### src/rtl/ahb_arb_pkg.sv
// Shared AHB encodings, arbiter state type and burst-length helper for the AHB arbiter.
package ahb_arb_pkg;

  typedef enum logic [1:0] {
    TRANS_IDLE   = 2'b00,
    TRANS_BUSY   = 2'b01,
    TRANS_NONSEQ = 2'b10,
    TRANS_SEQ    = 2'b11
  } htrans_e;

  typedef enum logic [2:0] {
    BURST_SINGLE = 3'd0,
    BURST_INCR   = 3'd1,
    BURST_WRAP4  = 3'd2,
    BURST_INCR4  = 3'd3,
    BURST_WRAP8  = 3'd4,
    BURST_INCR8  = 3'd5,
    BURST_WRAP16 = 3'd6,
    BURST_INCR16 = 3'd7
  } hburst_e;

  typedef enum logic [1:0] {
    RESP_OKAY  = 2'b00,
    RESP_ERROR = 2'b01,
    RESP_RETRY = 2'b10,
    RESP_SPLIT = 2'b11
  } hresp_e;

  typedef enum logic [1:0] {
    ST_IDLE,
    ST_GRANT,
    ST_BURST,
    ST_LOCK
  } arb_state_e;

  localparam int unsigned BEAT_W = 4;

  // Beats remaining after the NONSEQ beat; zero means undefined length or single.
  function automatic logic [BEAT_W-1:0] burst_beats(input logic [2:0] hburst);
    case (hburst)
      BURST_WRAP4,  BURST_INCR4:  return BEAT_W'(3);
      BURST_WRAP8,  BURST_INCR8:  return BEAT_W'(7);
      BURST_WRAP16, BURST_INCR16: return BEAT_W'(15);
      default:                    return '0;
    endcase
  endfunction

endpackage

### src/rtl/ahb_arbiter_if.sv
// Arbitration bus between AHB masters / bus mux and the arbiter.
// master: request side; slave: the arbiter itself.
interface ahb_arbiter_if #(
  parameter int NUM_MASTER = 4,
  parameter int MW         = 4
);
  logic [NUM_MASTER-1:0] HBUSREQ;
  logic [NUM_MASTER-1:0] HLOCK;
  logic [1:0]            HTRANS;
  logic [2:0]            HBURST;
  logic                  HREADY;
  logic [1:0]            HRESP;
  logic [NUM_MASTER-1:0] HGRANT;
  logic [MW-1:0]         HMASTER;
  logic                  HMASTLOCK;

  modport master (
    output HBUSREQ, HLOCK, HTRANS, HBURST, HREADY, HRESP,
    input  HGRANT, HMASTER, HMASTLOCK
  );

  modport slave (
    input  HBUSREQ, HLOCK, HTRANS, HBURST, HREADY, HRESP,
    output HGRANT, HMASTER, HMASTLOCK
  );
endinterface

### src/rtl/ahb_arb_pick.sv
// Combinational one-hot picker: first set request at or after `start`, wrapping.
// With start tied to zero this is plain fixed priority, index 0 highest.
module ahb_arb_pick #(
  parameter int NUM_MASTER = 4,
  parameter int MW         = 4
) (
  input  logic [NUM_MASTER-1:0] req,
  input  logic [MW-1:0]         start,
  output logic [NUM_MASTER-1:0] onehot,
  output logic [MW-1:0]         idx,
  output logic                  valid
);
  localparam int unsigned N = NUM_MASTER;

  int unsigned pos;

  always_comb begin
    onehot = '0;
    idx    = '0;
    valid  = 1'b0;
    pos    = 0;
    for (int unsigned i = 0; i < N; i++) begin
      pos = 32'(start) + i;
      if (pos >= N) pos = pos - N;
      // Inner scan keeps every index constant so no variable-width part-select is needed.
      for (int unsigned j = 0; j < N; j++) begin
        if (!valid && req[j] && (j == pos)) begin
          onehot[j] = 1'b1;
          idx       = MW'(j);
          valid     = 1'b1;
        end
      end
    end
  end

endmodule

### src/rtl/ahb_arbiter.sv
// Burst- and lock-aware AHB arbiter: registered one-hot HGRANT, HMASTER/HMASTLOCK tracking.
// Define ARB_ROUND_ROBIN_EN for round-robin search; default build is fixed priority.
module ahb_arbiter
  import ahb_arb_pkg::*;
#(
  parameter int NUM_MASTER = 4,
  parameter int DEF_MASTER = 0,
  parameter int MW         = 4
) (
  input logic          HCLK,
  input logic          HRESET,
  ahb_arbiter_if.slave bus
);

  localparam logic [NUM_MASTER-1:0] DEF_GRANT = NUM_MASTER'(1) << DEF_MASTER;
  localparam logic [MW-1:0]         DEF_IDX   = MW'(DEF_MASTER);
  localparam logic [MW-1:0]         LAST_IDX  = MW'(NUM_MASTER - 1);

  arb_state_e            state, state_n;
  logic [NUM_MASTER-1:0] grant, grant_n;
  logic [MW-1:0]         gidx, gidx_n;
  logic [BEAT_W-1:0]     beat_cnt, beat_cnt_n;
  logic [MW-1:0]         hmaster;
  logic                  hmastlock;

  logic [MW-1:0]         pick_start;
  logic [NUM_MASTER-1:0] pick_onehot;
  logic [MW-1:0]         pick_idx;
  logic                  pick_valid;

  logic                  trans_seq, trans_nonseq, resp_abort;
  logic                  cur_lock, win_lock, arb_point;
  logic [BEAT_W-1:0]     burst_len;

`ifdef ARB_ROUND_ROBIN_EN
  logic [MW-1:0] rr_ptr, rr_ptr_n;
  assign pick_start = rr_ptr;
`else
  assign pick_start = '0;
`endif

  ahb_arb_pick #(
    .NUM_MASTER (NUM_MASTER),
    .MW         (MW)
  ) u_pick (
    .req    (bus.HBUSREQ),
    .start  (pick_start),
    .onehot (pick_onehot),
    .idx    (pick_idx),
    .valid  (pick_valid)
  );

  always_comb begin
    trans_seq    = (bus.HTRANS == TRANS_SEQ);
    trans_nonseq = (bus.HTRANS == TRANS_NONSEQ);
    resp_abort   = (bus.HRESP != RESP_OKAY);
    burst_len    = burst_beats(bus.HBURST);
    cur_lock     = |(bus.HLOCK & grant);
    win_lock     = |(bus.HLOCK & pick_onehot);

    case (state)
      ST_IDLE, ST_GRANT: arb_point = 1'b1;
      ST_BURST:          arb_point = trans_seq && (beat_cnt == BEAT_W'(1));
      // A locked owner may also run a fixed burst; release only once it is finished.
      ST_LOCK:           arb_point = !cur_lock &&
                                     ((beat_cnt == '0) || (trans_seq && (beat_cnt == BEAT_W'(1))));
      default:           arb_point = 1'b0;
    endcase
  end

  always_comb begin
    state_n    = state;
    grant_n    = grant;
    gidx_n     = gidx;
    beat_cnt_n = beat_cnt;
`ifdef ARB_ROUND_ROBIN_EN
    rr_ptr_n   = rr_ptr;
`endif

    if (bus.HREADY) begin
      if (resp_abort)                     beat_cnt_n = '0;
      else if (trans_nonseq)              beat_cnt_n = burst_len;
      else if (trans_seq && beat_cnt != '0) beat_cnt_n = beat_cnt - BEAT_W'(1);

      if (resp_abort) begin
        state_n = ST_GRANT;
      end else if (trans_nonseq && burst_len != '0 && state != ST_LOCK) begin
        state_n = ST_BURST;
      end else if (arb_point) begin
        if (cur_lock && state != ST_LOCK) begin
          state_n = ST_LOCK;
        end else if (!pick_valid) begin
          state_n = ST_IDLE;
          grant_n = DEF_GRANT;
          gidx_n  = DEF_IDX;
        end else begin
          state_n = win_lock ? ST_LOCK : ST_GRANT;
          grant_n = pick_onehot;
          gidx_n  = pick_idx;
`ifdef ARB_ROUND_ROBIN_EN
          rr_ptr_n = (pick_idx == LAST_IDX) ? '0 : pick_idx + MW'(1);
`endif
        end
      end else if (state == ST_BURST && trans_nonseq) begin
        // Undefined-length transfer started mid-burst: burst is over, re-arbitrate next cycle.
        state_n = ST_GRANT;
      end
    end
  end

  always_ff @(posedge HCLK or posedge HRESET) begin
    if (HRESET) begin
      state     <= ST_IDLE;
      grant     <= DEF_GRANT;
      gidx      <= DEF_IDX;
      beat_cnt  <= '0;
      hmaster   <= DEF_IDX;
      hmastlock <= 1'b0;
    end else begin
      state    <= state_n;
      grant    <= grant_n;
      gidx     <= gidx_n;
      beat_cnt <= beat_cnt_n;
      if (bus.HREADY) begin
        hmaster   <= gidx;
        hmastlock <= cur_lock;
      end
    end
  end

`ifdef ARB_ROUND_ROBIN_EN
  always_ff @(posedge HCLK or posedge HRESET) begin
    if (HRESET) rr_ptr <= '0;
    else        rr_ptr <= rr_ptr_n;
  end
`endif

  assign bus.HGRANT    = grant;
  assign bus.HMASTER   = hmaster;
  assign bus.HMASTLOCK = hmastlock;

endmodule

### src/flat_wrapper.sv
// flat-port wrapper written by rule: the top's interface ports become plain ports
module ahb_arbiter_flat import ahb_arb_pkg::*;
#(
  parameter int NUM_MASTER = 4,
  parameter int DEF_MASTER = 0,
  parameter int MW         = 4
)
  (HCLK, HRESET, bus_HBUSREQ, bus_HLOCK, bus_HTRANS, bus_HBURST, bus_HREADY, bus_HRESP, bus_HGRANT, bus_HMASTER, bus_HMASTLOCK);
  ahb_arbiter_if #(.NUM_MASTER(NUM_MASTER), .MW(MW)) bus_i ();
  input logic HCLK;
  input logic HRESET;
  input wire logic [$bits(bus_i.HBUSREQ)-1:0] bus_HBUSREQ;
  input wire logic [$bits(bus_i.HLOCK)-1:0] bus_HLOCK;
  input wire logic [$bits(bus_i.HTRANS)-1:0] bus_HTRANS;
  input wire logic [$bits(bus_i.HBURST)-1:0] bus_HBURST;
  input wire logic [$bits(bus_i.HREADY)-1:0] bus_HREADY;
  input wire logic [$bits(bus_i.HRESP)-1:0] bus_HRESP;
  output wire logic [$bits(bus_i.HGRANT)-1:0] bus_HGRANT;
  output wire logic [$bits(bus_i.HMASTER)-1:0] bus_HMASTER;
  output wire logic [$bits(bus_i.HMASTLOCK)-1:0] bus_HMASTLOCK;
  assign bus_i.HBUSREQ = bus_HBUSREQ;
  assign bus_i.HLOCK = bus_HLOCK;
  assign bus_i.HTRANS = bus_HTRANS;
  assign bus_i.HBURST = bus_HBURST;
  assign bus_i.HREADY = bus_HREADY;
  assign bus_i.HRESP = bus_HRESP;
  assign bus_HGRANT = bus_i.HGRANT;
  assign bus_HMASTER = bus_i.HMASTER;
  assign bus_HMASTLOCK = bus_i.HMASTLOCK;
  ahb_arbiter #(.NUM_MASTER(NUM_MASTER), .DEF_MASTER(DEF_MASTER), .MW(MW)) u_core (.HCLK(HCLK), .HRESET(HRESET), .bus(bus_i));
endmodule
### config.mk
export PLATFORM = sky130hd
export DESIGN_NAME = ahb_arbiter_flat
export DESIGN_NICKNAME = d
export VERILOG_FILES = /design/src/rtl/ahb_arb_pkg.sv /design/src/rtl/ahb_arbiter_if.sv /design/src/rtl/ahb_arb_pick.sv /design/src/rtl/ahb_arbiter.sv /design/src/flat_wrapper.sv
export SDC_FILE = /design/constraint.sdc
export NUM_CORES = 1
export LEC_CHECK = 0
export BUFFER_PORTS_ARGS = -buffer_cell sky130_fd_sc_hd__buf_2
export CAP_MARGIN = 30
export CORE_MARGIN = 5
export CORE_UTILIZATION = 35
export CTS_CLUSTER_DIAMETER = 60
export DETAILED_ROUTE_END_ITERATION = 12
export GPL_TIMING_DRIVEN = 1
export PLACE_DENSITY = 0.56
export SLEW_MARGIN = 40
export SYNTH_ARGS = -nofsm -noshare
export SYNTH_HDL_FRONTEND = slang
export SYNTH_SLANG_ARGS = --single-unit
### constraint.sdc
create_clock -name HCLK -period 5.3 [get_ports HCLK]
set_input_delay 1.06 -clock HCLK [delete_from_list [all_inputs] [get_ports HCLK]]
set_output_delay 1.06 -clock HCLK [all_outputs]
set_load 0.01 [all_outputs]
Yosys cells after proc, flatten, opt, wreduce, memory -nomap -nowiden. Cells that the tools add are included.

Register bits after elaboration: 19. Input bits: 18. Output and inout port bits: 9. Logic and storage cells: 80.

Add/subtract/negate cells: 1. Equal/unequal tests: 13. Multiplexer cells: 24. Bitwise operators: 5. Reductions and logical operators: 31.

Operators with widths (number): $mux W4 (7); $mux W2 (7); $eq A3 B3 Y1 const B (4); $pmux W4 S3 (1); $reduce_bool A4 Y1 (3); $logic_and A1 B1 Y1 (10); $and A4 B4 Y4 (2); $eq A2 B2 Y1 const B (4); $mux W1 (8); $reduce_or A2 Y1 (4); $reduce_or A4 Y1 (2); $eq A3 B2 Y1 const B (2); $reduce_and A5 Y1 (1); $eq A4 B1 Y1 const B (1); $logic_not A1 Y1 (4); $logic_not A4 Y1 (1); $reduce_and A2 Y1 (2); $sub A4 B1 Y4 const B (1); $not A1 Y1 (3); $pmux W1 S3 (1); $reduce_bool A3 Y1 (1); $eq A2 B1 Y1 const B (1); $logic_not A2 Y1 (1); $ne A2 B2 Y1 const B (1); 2 further kinds (2).

Depth between registers and ports, before layout. Gate-level depths: netlist of the first run.

Depth in word-level cells: 18. Depth in mapped cells: 7. Gate-level depth less buffers: 7.

Modules after synthesis. From an unflattened synthesis of the first run, not the netlist that was laid out.

Cell total of the unflattened synthesis: 232. Area total of the unflattened synthesis: 1968.1 um^2.

Modules (own cells, without submodules): ahb_arbiter (times used 1, cells an instance 107, area each 1042.2 um^2, seq. area each 476.7 um^2); ahb_arb_pick (times used 1, cells an instance 125, area each 925.9 um^2, seq. area each 0.0 um^2).

Worst setup path after synthesis of the first run. No wires, ideal clock.

Path kind: input -> register. Start: input port bus_HTRANS[0]. End: register u_core.grant[1], in the netlist u_core.bus.HGRANT[1]. Setup time: 0.125 ns. Data arrival time: 2.326 ns. Required time: 5.175 ns. Path slack: 2.848 ns. Cell stages on the path: 5. Buffers on the path: 0. Cells stage by stage: or3b_4 > o211ai_2 > nand2_2 > nor3_4 > mux2_4.

Word-level cells in the longest chain between the ends: 6. Elaborated cells between the ends (all ways): 10. Classes of those cells: eq/ne: 2; mux: 1; bitwise: 1; reduce/logical: 6.

RTL lines: start: declaration (RTL line flat_wrapper.sv:14) `input wire logic [$bits(bus_i.HTRANS)-1:0] bus_HTRANS;`; $eq A2 B2 Y1 (RTL line ahb_arbiter.sv:54) `trans_seq = (bus.HTRANS == TRANS_SEQ);`; $logic_and A1 B1 Y1 (RTL line ahb_arbiter.sv:63, ahb_arbiter.sv:66); $logic_or A1 B1 Y1 (RTL line ahb_arbiter.sv:66) `((beat_cnt == '0) || (trans_seq && (beat_cnt == BEAT_W'(1))));`; $logic_and A1 B1 Y1 (RTL line ahb_arbiter.sv:65) `ST_LOCK: arb_point = !cur_lock &&`; $pmux W1 S3 (RTL line ahb_arbiter.sv:61) `case (state)`; $reduce_and A5 Y1 (no line) *; end signal: assignment (RTL line ahb_arbiter.sv:121) `grant <= grant_n;`; end: declaration (RTL line ahb_arbiter.sv:20) `logic [NUM_MASTER-1:0] grant, grant_n;`.

Mark *: on every way between the ends. The rest lies on a longest branch, timed or not. A chain may end at the register's enable or synchronous reset.

Worst setup path after layout of the first run.
Start: input port bus_HTRANS[0]. End: register u_core.grant[3], in the netlist u_core.bus.HGRANT[3].

Same word-level chain as after synthesis.

==> summary by stage, run 1 <==
Global route
The initial antenna violation count is 0. The pin count of the biggest net entering global routing is 16. Global routing finished with a remaining overflow of 0. The via count of the first global-routing pass is around 830.

The first global-routing pass estimated between 3 and 4 mm of wire. Across every metal layer, demand over resource in global routing totals 0.115.

STA
The minimum period implied by the final worst setup slack is 2.39 ns. Dividing the final minimum period by the clock period gives 0.452. The final hold violation count is 0. The count of final max-slew check failures is 0. The worst slack on hold paths is about 0.5 ns. The worst clock skew on the final layout is approximately 0.010 ns. The final setup TNS is 0 ns.

Based on the critical path, the design can be clocked at up to approximately 420 MHz. The total setup violations reported at the end of the flow is 0. Setup repair after global routing left no endpoint under its margin. The measured slew at the worst slew-check pin is 0.570 ns.

The relative max-transition margin is 0.619.

Place
The cell count after placement is about 150. The weighted congestion reported at the end of routability-driven placement is about 0.8. The count of buffers inserted at the top-level ports is 23. Summing all placed instances gives a cell area of roughly 1100 sq um. The placed wire-length estimate after detailed placement is roughly 1.6 mm.

Worst setup path
Along the worst path, the maximum fanout reaches 6. At the worst endpoint, the arrival time is 2.58 ns. Walking the worst path, the cells encountered are buf_2, or3b_4, o211ai_2, nand2_2, nor3_4, mux2_4. The cell family contributing the most delay on the critical path is simple AND/OR/NAND/NOR gates. The critical path in this run is classified as input port to flop. The delay of the slowest cell on the worst path is between 0.3 and 0.4 ns. The startpoint type of the worst setup path is an input port. The standard cell with the maximum stage delay on the critical path is sky130_fd_sc_hd__or3b_4. The element type at the critical path end is a flop. The critical register-to-register path startpoint is u_core.beat_cnt[2]. The buffer and inverter count on the worst path is 1.

Tracing the worst setup path back leads to its startpoint at bus_HTRANS[0]. The data required time of the critical path is between 5 and 6 ns.

Route
Summed over all nets, wire length on met2 after detailed routing comes to 955 microns. The detailed router finished its first iteration with 16 violations. The first TritonRoute pass finished after 4 iterations.

Using the TritonRoute via totals, the vias-per-cell ratio works out to around 5.2. Signal routing reaches up to met4. Detailed routing inserted a total of ~800 vias. After detailed routing, the number of remaining DRC violations is 0. The per-cell routed wire length is 13.5 microns.

The detailed-route wire length is 2.09 mm. The met3 wirelength from detailed routing is about 75 microns. In this run the remaining antenna-violating nets after routing total 0.

The detailed-routing wirelength on met1 is 1.02 mm.

Power and ir drop
The clock network power share is 0.176. Of the total power, combinational logic draws 0.366. Dividing total power by cell area gives a power density of about 330 nW/um^2. In this run the power spent charging and discharging nets is approximately 0.00013 W.

The static power due to leakage is 0.518 nW. The largest vdd supply drop is around 180 uV. The internal power is 0.000246 W.

Of the total power, the share spent switching nets is 0.341. The sequential share of power is 0.458.

Min path
The worst min-delay path class is flop to flop. The startpoint of the worst hold path is u_core.bus.HGRANT[0].

Synth
Summed over all instances, the cell type with the most area after synthesis is sky130_fd_sc_hd__dfrtp_1. The mean post-synth cell area is between 9 and 10 sq um. Of the post-synthesis cell area, the dominant cell type holds 0.363.

In this run, synthesis produced a sequential element count of 15. In the post-synthesis netlist, the biggest area contributors are sky130_fd_sc_hd__dfrtp_1, sky130_fd_sc_hd__mux2_4, sky130_fd_sc_hd__o21ai_0. The distinct cell type count of the synthesized netlist is 36. The combined area of all synthesized cells is 966 sq um. The sequential-to-total area share from yosys stat is 0.390. The synthesized instance count is 100. Yosys printed 0 warnings.

Layout
Of the cells placed in the final design, the portion with a size suffix greater than 1 is 0.339. The leading cell type in the layout, fill and taps excluded is sky130_fd_sc_hd__buf_2. The count of fill cells added during filler insertion is 284. For this run, the share of the core covered by cells in the final layout is 0.416. The total area of sequential cells is ~380 sq um. Leaving out fill and tap cells, the most frequent cells in the layout are sky130_fd_sc_hd__buf_2, sky130_fd_sc_hd__dfrtp_1, sky130_fd_sc_hd__nor2_1, sky130_fd_sc_hd__o21ai_0, sky130_fd_sc_hd__nand2_1. After the last flow step, the layout net total stands at roughly 150. 0 antenna diodes ended up in the layout.

The final standard cell count with taps included and fillers excluded is roughly 160. The relative area change from synthesis to final layout is 16.7%. Once layout is done, the placed cells without fillers occupy about 1100 sq um. The multi-input combinational cell area is 548 sq um.

CTS
In this run the number of H-tree levels came out at 1. The number of hold buffers added after CTS was 0. The buffer cell driving the clock tree root is sky130_fd_sc_hd__clkbuf_4. The number of clock buffers inserted by TritonCTS is 3. The number of sinks on the clock net is 15. The buffers inserted during post-CTS setup optimization is 0. The later pin in the worst-skew pair is clocked with a latency of around 0.29 ns. The CTS tree is yes. The deepest clock path buffer count is 2. The number of gates given a new drive strength after cts is 0.

The clock input transition at the sequential cells of the worst setup and hold paths is 0.09 ns.

Floorplanning
The total area inside the core boundary comes to around 2700 sq um. The floorplan step set the die width to around 63 microns. The initial utilization of the core area, before any placement, comes to 0.356. The boundary pin count is 27. The initialized floorplan defines 19 standard-cell rows. The total die area is a little under 4000 sq um. The die is approximately 63 microns tall.

Outcome
The flow ran to the end, and the final reports show no timing, DRC or antenna violations.

Flow run
The max capacitance violation total is 0.
per-layer routing:
layer	global-route usage	vias to the layer above
met1	0.159	378
li1	-	404
met2	0.166	21
met5	0	-
met3	0.0234	4
met4	0.0637	0
cells in the mapped netlist:
master and number:
sky130_fd_sc_hd__a21o_1 1, sky130_fd_sc_hd__a21oi_1 5, sky130_fd_sc_hd__a221oi_4 1, sky130_fd_sc_hd__a22o_1 1, sky130_fd_sc_hd__a31oi_1 1, sky130_fd_sc_hd__a32oi_1 1
sky130_fd_sc_hd__and4b_2 1, sky130_fd_sc_hd__buf_1 1, sky130_fd_sc_hd__buf_4 2, sky130_fd_sc_hd__clkbuf_1 1, sky130_fd_sc_hd__conb_1 1, sky130_fd_sc_hd__dfrtp_1 14
sky130_fd_sc_hd__dfstp_2 1, sky130_fd_sc_hd__ha_1 2, sky130_fd_sc_hd__inv_1 6, sky130_fd_sc_hd__mux2_2 3, sky130_fd_sc_hd__mux2_4 5, sky130_fd_sc_hd__mux2i_1 1
sky130_fd_sc_hd__nand2_1 8, sky130_fd_sc_hd__nand2_2 1, sky130_fd_sc_hd__nand2b_1 1, sky130_fd_sc_hd__nand3_1 1, sky130_fd_sc_hd__nand4bb_2 1, sky130_fd_sc_hd__nor2_1 10
sky130_fd_sc_hd__nor2b_1 3, sky130_fd_sc_hd__nor3_1 7, sky130_fd_sc_hd__nor3_4 1, sky130_fd_sc_hd__nor4_1 1, sky130_fd_sc_hd__nor4b_1 1, sky130_fd_sc_hd__o211ai_2 1
sky130_fd_sc_hd__o21a_1 2, sky130_fd_sc_hd__o21ai_0 9, sky130_fd_sc_hd__o2bb2ai_1 1, sky130_fd_sc_hd__o311ai_0 1, sky130_fd_sc_hd__o31ai_1 2, sky130_fd_sc_hd__or3b_4 1
final cells by class:
class	instances	area share
Multi-Input combinational cell	76	0.486
Clock buffer	4	0.0233
Tap cell	31	0.0344
Inverter	6	0.0200
Sequential cell	15	0.334
Timing Repair Buffer	23	0.102
state kept, by name, indices dropped and copies added (netlist names):
| signal | flops |
|---|---|
| u_core.gidx | 2 |
| u_core.bus.HMASTER | 2 |
| u_core.beat_cnt | 4 |
| u_core.bus.HMASTLOCK | 1 |
| u_core.bus.HGRANT | 4 |
| u_core.state | 2 |
stage by stage:
step | setup slack (ns) | power [W]
global placement | 2.61 | 0.000308
floorplan | 2.85 | 0.000265
detailed placement | 2.60 | 0.000310
finish | 2.91 | 0.000373
CTS | 2.92 | 0.000379
global route | 2.86 | 0.000403
worst reg2reg max path: cells and delay by family (launching register included):
kind	cells	cell delay, ns
multiplexers	1	0.34
AO/OA/AOI/OAI	1	0.23
AND/OR/NAND/NOR	3	0.89
flip-flops	1	0.43
power by group through the flow:
stage                     sequential (W)  combinational, W   clock, W
after CTS                       0.000171          0.000138  0.0000694
final                           0.000171          0.000137  0.0000659
after global routing            0.000175          0.000151  0.0000769
after detailed placement        0.000173          0.000137          0
after global placement          0.000172          0.000136          0
after floorplan                 0.000179         0.0000859          0
final timing paths:
path	end	slack [ns]	depth (start not counted)
worst max-delay path	u_core.bus.HGRANT[3]	2.91	6
worst min-delay path	u_core.bus.HGRANT[0]	0.50	2
max in group asynchronous	u_core.bus.HMASTER[0]	4.11	2
worst min register to register	u_core.bus.HGRANT[0]	0.50	2
worst max register to register	u_core.bus.HGRANT[3]	3.32	5
min in group asynchronous	u_core.gidx[0]	0.81	2
cells by family after synthesis:
kind of cell / Yosys count / share of synthesized area
fa+ha+maj: 2 / 0.0259
flops: 15 / 0.390
simple gates: 37 / 0.216
other cells: 1 / 0.00388
compound gates: 26 / 0.194
buf+inv: 10 / 0.0466
mux: 9 / 0.123
Power figures use the tool's default switching activity.
==> run 2: changes to the inputs <==
PLACE_DENSITY = 0.58   (was 0.56)
clock period = 1.9 ns   (was 5.3 ns; I/O delays follow)
==> run 2 against run 1 <==
Compared with the run above: worst hold slack got worse by 0.37 ns; non-clock buffer count rose by 7; first-iteration DRC count up 25%; clock power grew to 2.8 times the previous value; sequential share of layout area fell by 2.1 points; clock-buffer cell count is 1 lower; global-route usage increased by 0.52 points; largest power group unchanged.
==> summary by stage, run 2 (same netlist as run 1, synthesis figures left out) <==
Outcome
The flow ran to the end, and the final reports show no timing, DRC or antenna violations.

STA
For the pin with the worst max-slew slack, the measured transition is 0.579 ns. For this run, the top clock speed supported by timing is between 500 and 600 MHz. Setup violations remaining at the end of the flow were counted as 0.

The worst slack on hold paths is 0.130 ns. The worst clock skew on the final layout is 0.00700 ns. The minimum period implied by the final worst setup slack is roughly 1.8 ns. In the post-route analysis, the smallest setup slack over all paths is between 0.09 and 0.1 ns.

The relative max-transition margin is 0.614. The count of final max-slew check failures was 0. Dividing the final minimum period by the clock period gives 0.950. The final hold violation count is 0.

CTS
The number of H-tree levels is 1. The number of sinks on the clock net is 15. Clock-pin slew was measured on the worst setup and hold paths at approximately 0.09 ns. The deepest clock path buffer count is 2. The buffer cell driving the clock tree root is sky130_fd_sc_hd__clkbuf_4. The number of clock buffers inserted by TritonCTS is 3.

At the later pin of the worst-skew pair, clock insertion delay measures between 0.2 and 0.3 ns. The CTS tree is yes. Buffers inserted to repair hold after CTS numbered 0.

Layout
The post-layout net count is 152. The fraction of final layout cells with drive strength greater than 1 is 0.382. The relative area change from synthesis to final layout is 24.5%. Fill cells in the final layout number about 280. The final antenna diode count is 0. In the layout the commonest cells are sky130_fd_sc_hd__buf_2, sky130_fd_sc_hd__dfrtp_1, sky130_fd_sc_hd__nor2_1, sky130_fd_sc_hd__nand2_1, sky130_fd_sc_hd__o21ai_0.

Leaving out fill and tap cells, the most frequent cell in the layout is sky130_fd_sc_hd__buf_2. Summing all non-filler instances in the final layout gives an area of around 1200 sq um.

Floorplanning
The region available for standard cell placement spans roughly 2700 sq um. The boundary pin count is 27. The starting utilization of the core area is 0.356. The die height is around 63 microns. The total die area is between 3000 and 4000 sq um. In this run the horizontal extent of the chip is roughly 63 microns. The floorplan has 19 rows.

Place
The cell area after placement is 1170 sq um. The weighted congestion reported at the end of routability-driven placement is approximately 0.86. The count of buffers inserted at the top-level ports is 23. The placed wire-length estimate after detailed placement is between 1.5 and 2 mm. At the placement stage, the worst setup path has a slack of -0.0121 ns.

Worst setup path
The critical path start-end classification is flop to flop. The maximum fanout along the worst path is 6. Together, buffers and inverters on the worst path number 1. Among all stages on the critical path, the largest delay is contributed by sky130_fd_sc_hd__or3b_4. The largest single stage delay on the critical path is 0.42 ns.

STA classifies the critical path endpoint as a flop. The critical path goes through or3b_4, o211ai_4, nand2_2, nor3_4, buf_12, mux2_4. The data required time of the critical path is between 2 and 2.5 ns.

STA classifies the critical path startpoint as a flop. The arrival time reported for the critical path endpoint is slightly below 2 ns. The cell family contributing the most delay on the critical path is simple AND/OR/NAND/NOR gates.

Global route
The via count of the first global-routing pass is between 900 and 1,000. Entering global routing, the biggest net connects 16 pins. The first global-routing pass estimated a little under 4 mm of wire.

The initial antenna violation count is 0. In the global route stage, overall resource usage came out at 0.120. After global routing the overflow that remains totals 0.

Route
The count of TritonRoute iterations in the first routing pass is 4. The final layout contains routed wiring with a total length of about 2.3 mm. Once detail routing completed, the nets flagged for antenna violations numbered 0. The post-route DRC violation count is 0. Dividing the detail-routed wire length by the instance count gives approximately 14 microns. The count of routing violations after the opening detailed-route iteration is 20. The via count is roughly 830. The ratio of routed vias to standard cells is between 5 and 6.

Power and ir drop
For this design the ratio of total power to cell area is 900 nW/um^2. The total chip power is 0.00108 W. The static power due to leakage is between 0.5 and 0.6 nW. IR analysis of the VDD net gives a maximum drop of 559 uV.

Min path
The worst min-delay path class is input port to asynchronous set/reset pin.

Flow run
Across the run, the number of max-cap violations was 0.
-- run 2: cell count changes in the layout (fill, tap and decap cells not counted), sizes merged --
| cell | change |
|---|---|
| buf | +7 |
| clkbuf | -1 |
| clkinv | +1 |
-- run 2: worst reg2reg max path, stage by stage, from the launching register on --
cell and delay (ns):
sky130_fd_sc_hd__dfrtp_1 0.39, sky130_fd_sc_hd__or3b_4 0.42, sky130_fd_sc_hd__o211ai_4 0.20, sky130_fd_sc_hd__nand2_2 0.08, sky130_fd_sc_hd__nor3_4 0.15, sky130_fd_sc_hd__buf_12 0.15
sky130_fd_sc_hd__mux2_4 0.29
-- run 2: final cells by class --
type,instances,area (sq um),area share
Clock buffer,3,22.5,0.0187
Clock inverter,1,5.00,0.00416
Inverter,6,22.5,0.0187
Multi-Input combinational cell,76,557,0.463
Sequential cell,15,377,0.313
Tap cell,31,38.8,0.0323
Timing Repair Buffer,30,180,0.150
-- run 2: final timing paths --
| check | end | cells after the start | start | slack, ns |
|---|---|---|---|---|
| worst max-delay path | u_core.bus.HGRANT[3] | 6 | u_core.beat_cnt[2] | 0.09 |
| max in group asynchronous | u_core.beat_cnt[1] | 2 | HRESET | 1.39 |
| worst max register to register | u_core.bus.HGRANT[3] | 6 | u_core.beat_cnt[2] | 0.09 |
| min in group HCLK | u_core.bus.HMASTLOCK | 2 | bus_HREADY | 0.38 |
| worst min-delay path | u_core.gidx[1] | 2 | HRESET | 0.13 |
| worst min register to register | u_core.bus.HGRANT[0] | 2 | u_core.bus.HGRANT[0] | 0.51 |
-- run 2: stage by stage --
step | instances | TNS [ns] | utilization
3_3_place_gp | 158 | 0 | 0.430
6_report | 162 | 0 | 0.444
5_1_grt | 162 | -0.0368 | 0.444
3_5_place_dp | 158 | -0.0463 | 0.430
2_1_floorplan | 101 | 0 | -
4_1_cts | 162 | 0 | 0.440
-- run 2: report_power, final --
group | switching [W] | internal [W] | leakage [nW]
logic | 0.000196 | 0.000223 | 0.350
clock network | 0.000107 | 0.0000783 | 0.0177
registers | 0.0000671 | 0.000409 | 0.191
total | 0.000371 | 0.000711 | 0.558
-- run 2: repair_timing --
action / in CTS / in global routing
buffers inserted: 0 / 0
endpoints found under the setup margin: 0 / 6
gates resized for setup: 0 / 2
-- run 2: per-layer routing --
metal  track usage  part of all wire
met1         0.147              0.46
met2         0.206              0.49
met3        0.0378             0.051
met4        0.0265            0.0053
met5             0                 0
==> run 3: changes to the inputs <==
BUFFER_PORTS_ARGS = -buffer_cell sky130_fd_sc_hd__clkbuf_2   (was -buffer_cell sky130_fd_sc_hd__buf_2)
==> run 3 against run 2 <==
Compared with the run above: routed wire length shrank 2.5%; worst setup slack lost 0.017 ns; utilization shrank 0.28 points; sequential power is essentially flat; final cell count is the same; first-iteration DRC count grew 45%; critical path depth is the same; combinational power shrank 1%; largest power group unchanged; highest routed layer unchanged.
==> summary by stage, run 3 (same netlist as run 1, synthesis figures left out) <==
Outcome
The flow ran to the end, and the final reports show no timing, DRC or antenna violations.

Floorplanning
The boundary pin count is 27. After floorplanning, the core was divided into 19 placement rows. The floorplan step defined a die boundary enclosing around 3900 sq um. The starting utilization of the core area is 0.356. The die is ~63 microns tall. After floorplanning, the core was sized to cover between 2000 and 3000 sq um. In this run the horizontal extent of the chip is between 60 and 70 microns.

Min path
The worst hold path belongs to the class input port to asynchronous set/reset pin.

Global route
The first-pass GRT wire length is 3.93 mm. Entering global routing, the biggest net connects 16 pins. The overall global routing resource usage is 0.122. The total congestion overflow is 0.

The initial antenna violation count is 0. The via count of the first global-routing pass is 866.

STA
Subtracting the final worst setup slack from the clock period gives 1.82 ns. Setup slack on the critical path of the routed design comes to 0.0776 ns. At the pin with the least slew margin, the transition time is approximately 0.58 ns. The count of final max-slew check failures came to 0. The maximum clock frequency is 549 MHz. The total setup violations reported at the end of the flow is 0. The final setup TNS is 0 ns. In the finished design, the share of the clock period the worst path needs comes to 0.959. Setup repair after global routing left no endpoint under its margin.

The relative max-transition margin is 0.611. The final hold violation count is 0. On the final layout, the worst clock skew is roughly 0.0054 ns.

CTS
In this run, post-CTS hold repair placed 0 buffers. TritonCTS built the clock tree. After clock tree synthesis, the clock-pin slew on the worst setup and hold paths is 0.10 ns. The clock reaches the later pin of the worst-skew pair after around 0.29 ns. The clock passes through at most 2 buffers.

The number of H-tree levels is 1. The number of sinks on the clock net is 15. Clock tree synthesis selected as its root buffer the cell sky130_fd_sc_hd__clkbuf_4. Clock tree synthesis inserted a total of 3 buffers.

Layout
The library cell used most frequently in the layout, excluding fill and tap cells, is sky130_fd_sc_hd__clkbuf_2. 0 antenna diodes ended up in the layout. The area growth from synthesis to layout is 23.7%. After the last flow step, the layout net total stands at 152. Leaving out filler cells and counting taps, the final layout contains 162.

In the layout the commonest cells are sky130_fd_sc_hd__clkbuf_2, sky130_fd_sc_hd__dfrtp_1, sky130_fd_sc_hd__nor2_1, sky130_fd_sc_hd__nand2_1, sky130_fd_sc_hd__o21ai_0. The fraction of final layout cells with drive strength greater than 1 is 0.389.

Route
The count of nets left with antenna violations once routing finished came out at 0. The sum of met2 wire segment lengths after detailed routing is 1.05 mm. Detailed routing inserted a total of about 850 vias.

For this block, the initial DRC count from the detailed router was 29. The pre-antenna-repair detailed-routing pass consisted of 4 iterations. The per-cell routed wire length is 13.6 microns. The detailed-route wire length is 2.21 mm.

The met3 wirelength from detailed routing is ~110 microns. The post-route DRC violation count is 0. The top layer reached by signal wires is met4. The detailed router put a total of 1.05 mm of wire on met1. The ratio of routed vias to standard cells is 5.23.

Worst setup path
The startpoint type of the worst setup path is a flop. The data required time of the critical path is roughly 2.1 ns. The critical path start-end classification is flop to flop. The worst setup path is captured at a flop. The cell family contributing the most delay on the critical path is simple AND/OR/NAND/NOR gates. Data on the critical path arrives at its endpoint at approximately 2 ns. For this design, the slowest cell found on the critical path is sky130_fd_sc_hd__or3b_4. The delay of the slowest cell on the worst path is around 0.40 ns. The number of buffers and inverters on the critical path is 1. The signal on the critical path passes through or3b_4, o211ai_2, nand2_2, nor3_4, buf_12, mux2_4. The maximum fanout along the worst path is 6.

Power and ir drop
The internal power is between 0.0007 and 0.0008 W. The sequential share of power is 0.443. The share of total power dissipated in combinational logic is 0.384.

In this run the static leakage power is 0.559 nW. The clock network power share is 0.173. The total chip power is 0.00108 W. The power spent charging and discharging nets is roughly 0.00037 W. The cell area power density is just over 900 nW/um^2.

VDD sags by at most about 500 uV. The switching portion of total power is 0.344.

Place
At the placement stage, the worst setup path has a slack of 0.00572 ns. Counting tap cells, the placed design contains a total of between 150 and 200 instances. The weighted congestion reported at the end of routability-driven placement is roughly 0.85.

The count of buffers inserted at the top-level ports is 23. The placed wire-length estimate after detailed placement is 1.74 mm.

Flow run
Across the run, the number of max-cap violations was 0.
-- run 3: cell types whose count changed in the layout (fill, tap and decap cells not counted), sizes merged --
cell    before  now
buf         30    7
clkbuf       3   26
-- run 3: final timing paths --
kind                            slack, ns            startpoint  cells after the start                    to
worst max register to register       0.08    u_core.beat_cnt[2]                      6  u_core.bus.HGRANT[2]
max in group asynchronous            1.37                HRESET                      2    u_core.beat_cnt[0]
worst max-delay path                 0.08    u_core.beat_cnt[2]                      6  u_core.bus.HGRANT[2]
worst min-delay path                 0.12                HRESET                      2        u_core.gidx[1]
min in group HCLK                    0.38            bus_HREADY                      2  u_core.bus.HMASTLOCK
worst min register to register       0.50  u_core.bus.HGRANT[0]                      2  u_core.bus.HGRANT[0]
-- run 3: routing by layer --
metal	vias to the layer above	global-route usage
li1	419	-
met3	3	0.0360
met1	406	0.167
met5	-	0
met2	19	0.189
met4	0	0.0292
-- run 3: repair_timing --
action	CTS	global route
endpoints found under the setup margin	0	1
setup buffers	0	0
endpoints found under the hold margin	0	0
resized for setup	0	2
-- run 3: per-stage QoR --
step                 util  hold WS [ns]  area [sq um]
global placement    0.430         0.457          1170
CTS                 0.440         0.133          1190
global route        0.441         0.153          1190
finish              0.441         0.115          1190
floorplan               -         0.281           970
detailed placement  0.430         0.458          1170
-- run 3: layout make-up --
type / instances / area (sq um)
Clock buffer: 3 / 22.5
Fill cell: 281 / 1520
Inverter: 6 / 22.5
Timing Repair Buffer: 30 / 180
Tap cell: 31 / 38.8
Multi-Input combinational cell: 76 / 548
Sequential cell: 15 / 378
Clock inverter: 1 / 5.00
-- run 3: power by group through the flow --
stage	registers, W	clock network, W	logic, W
after CTS	0.000482	0.000197	0.000420
after global placement	0.000480	0	0.000412
after global routing	0.000496	0.000212	0.000463
after floorplan	0.000499	0	0.000240
after detailed placement	0.000484	0	0.000420
final	0.000479	0.000188	0.000415
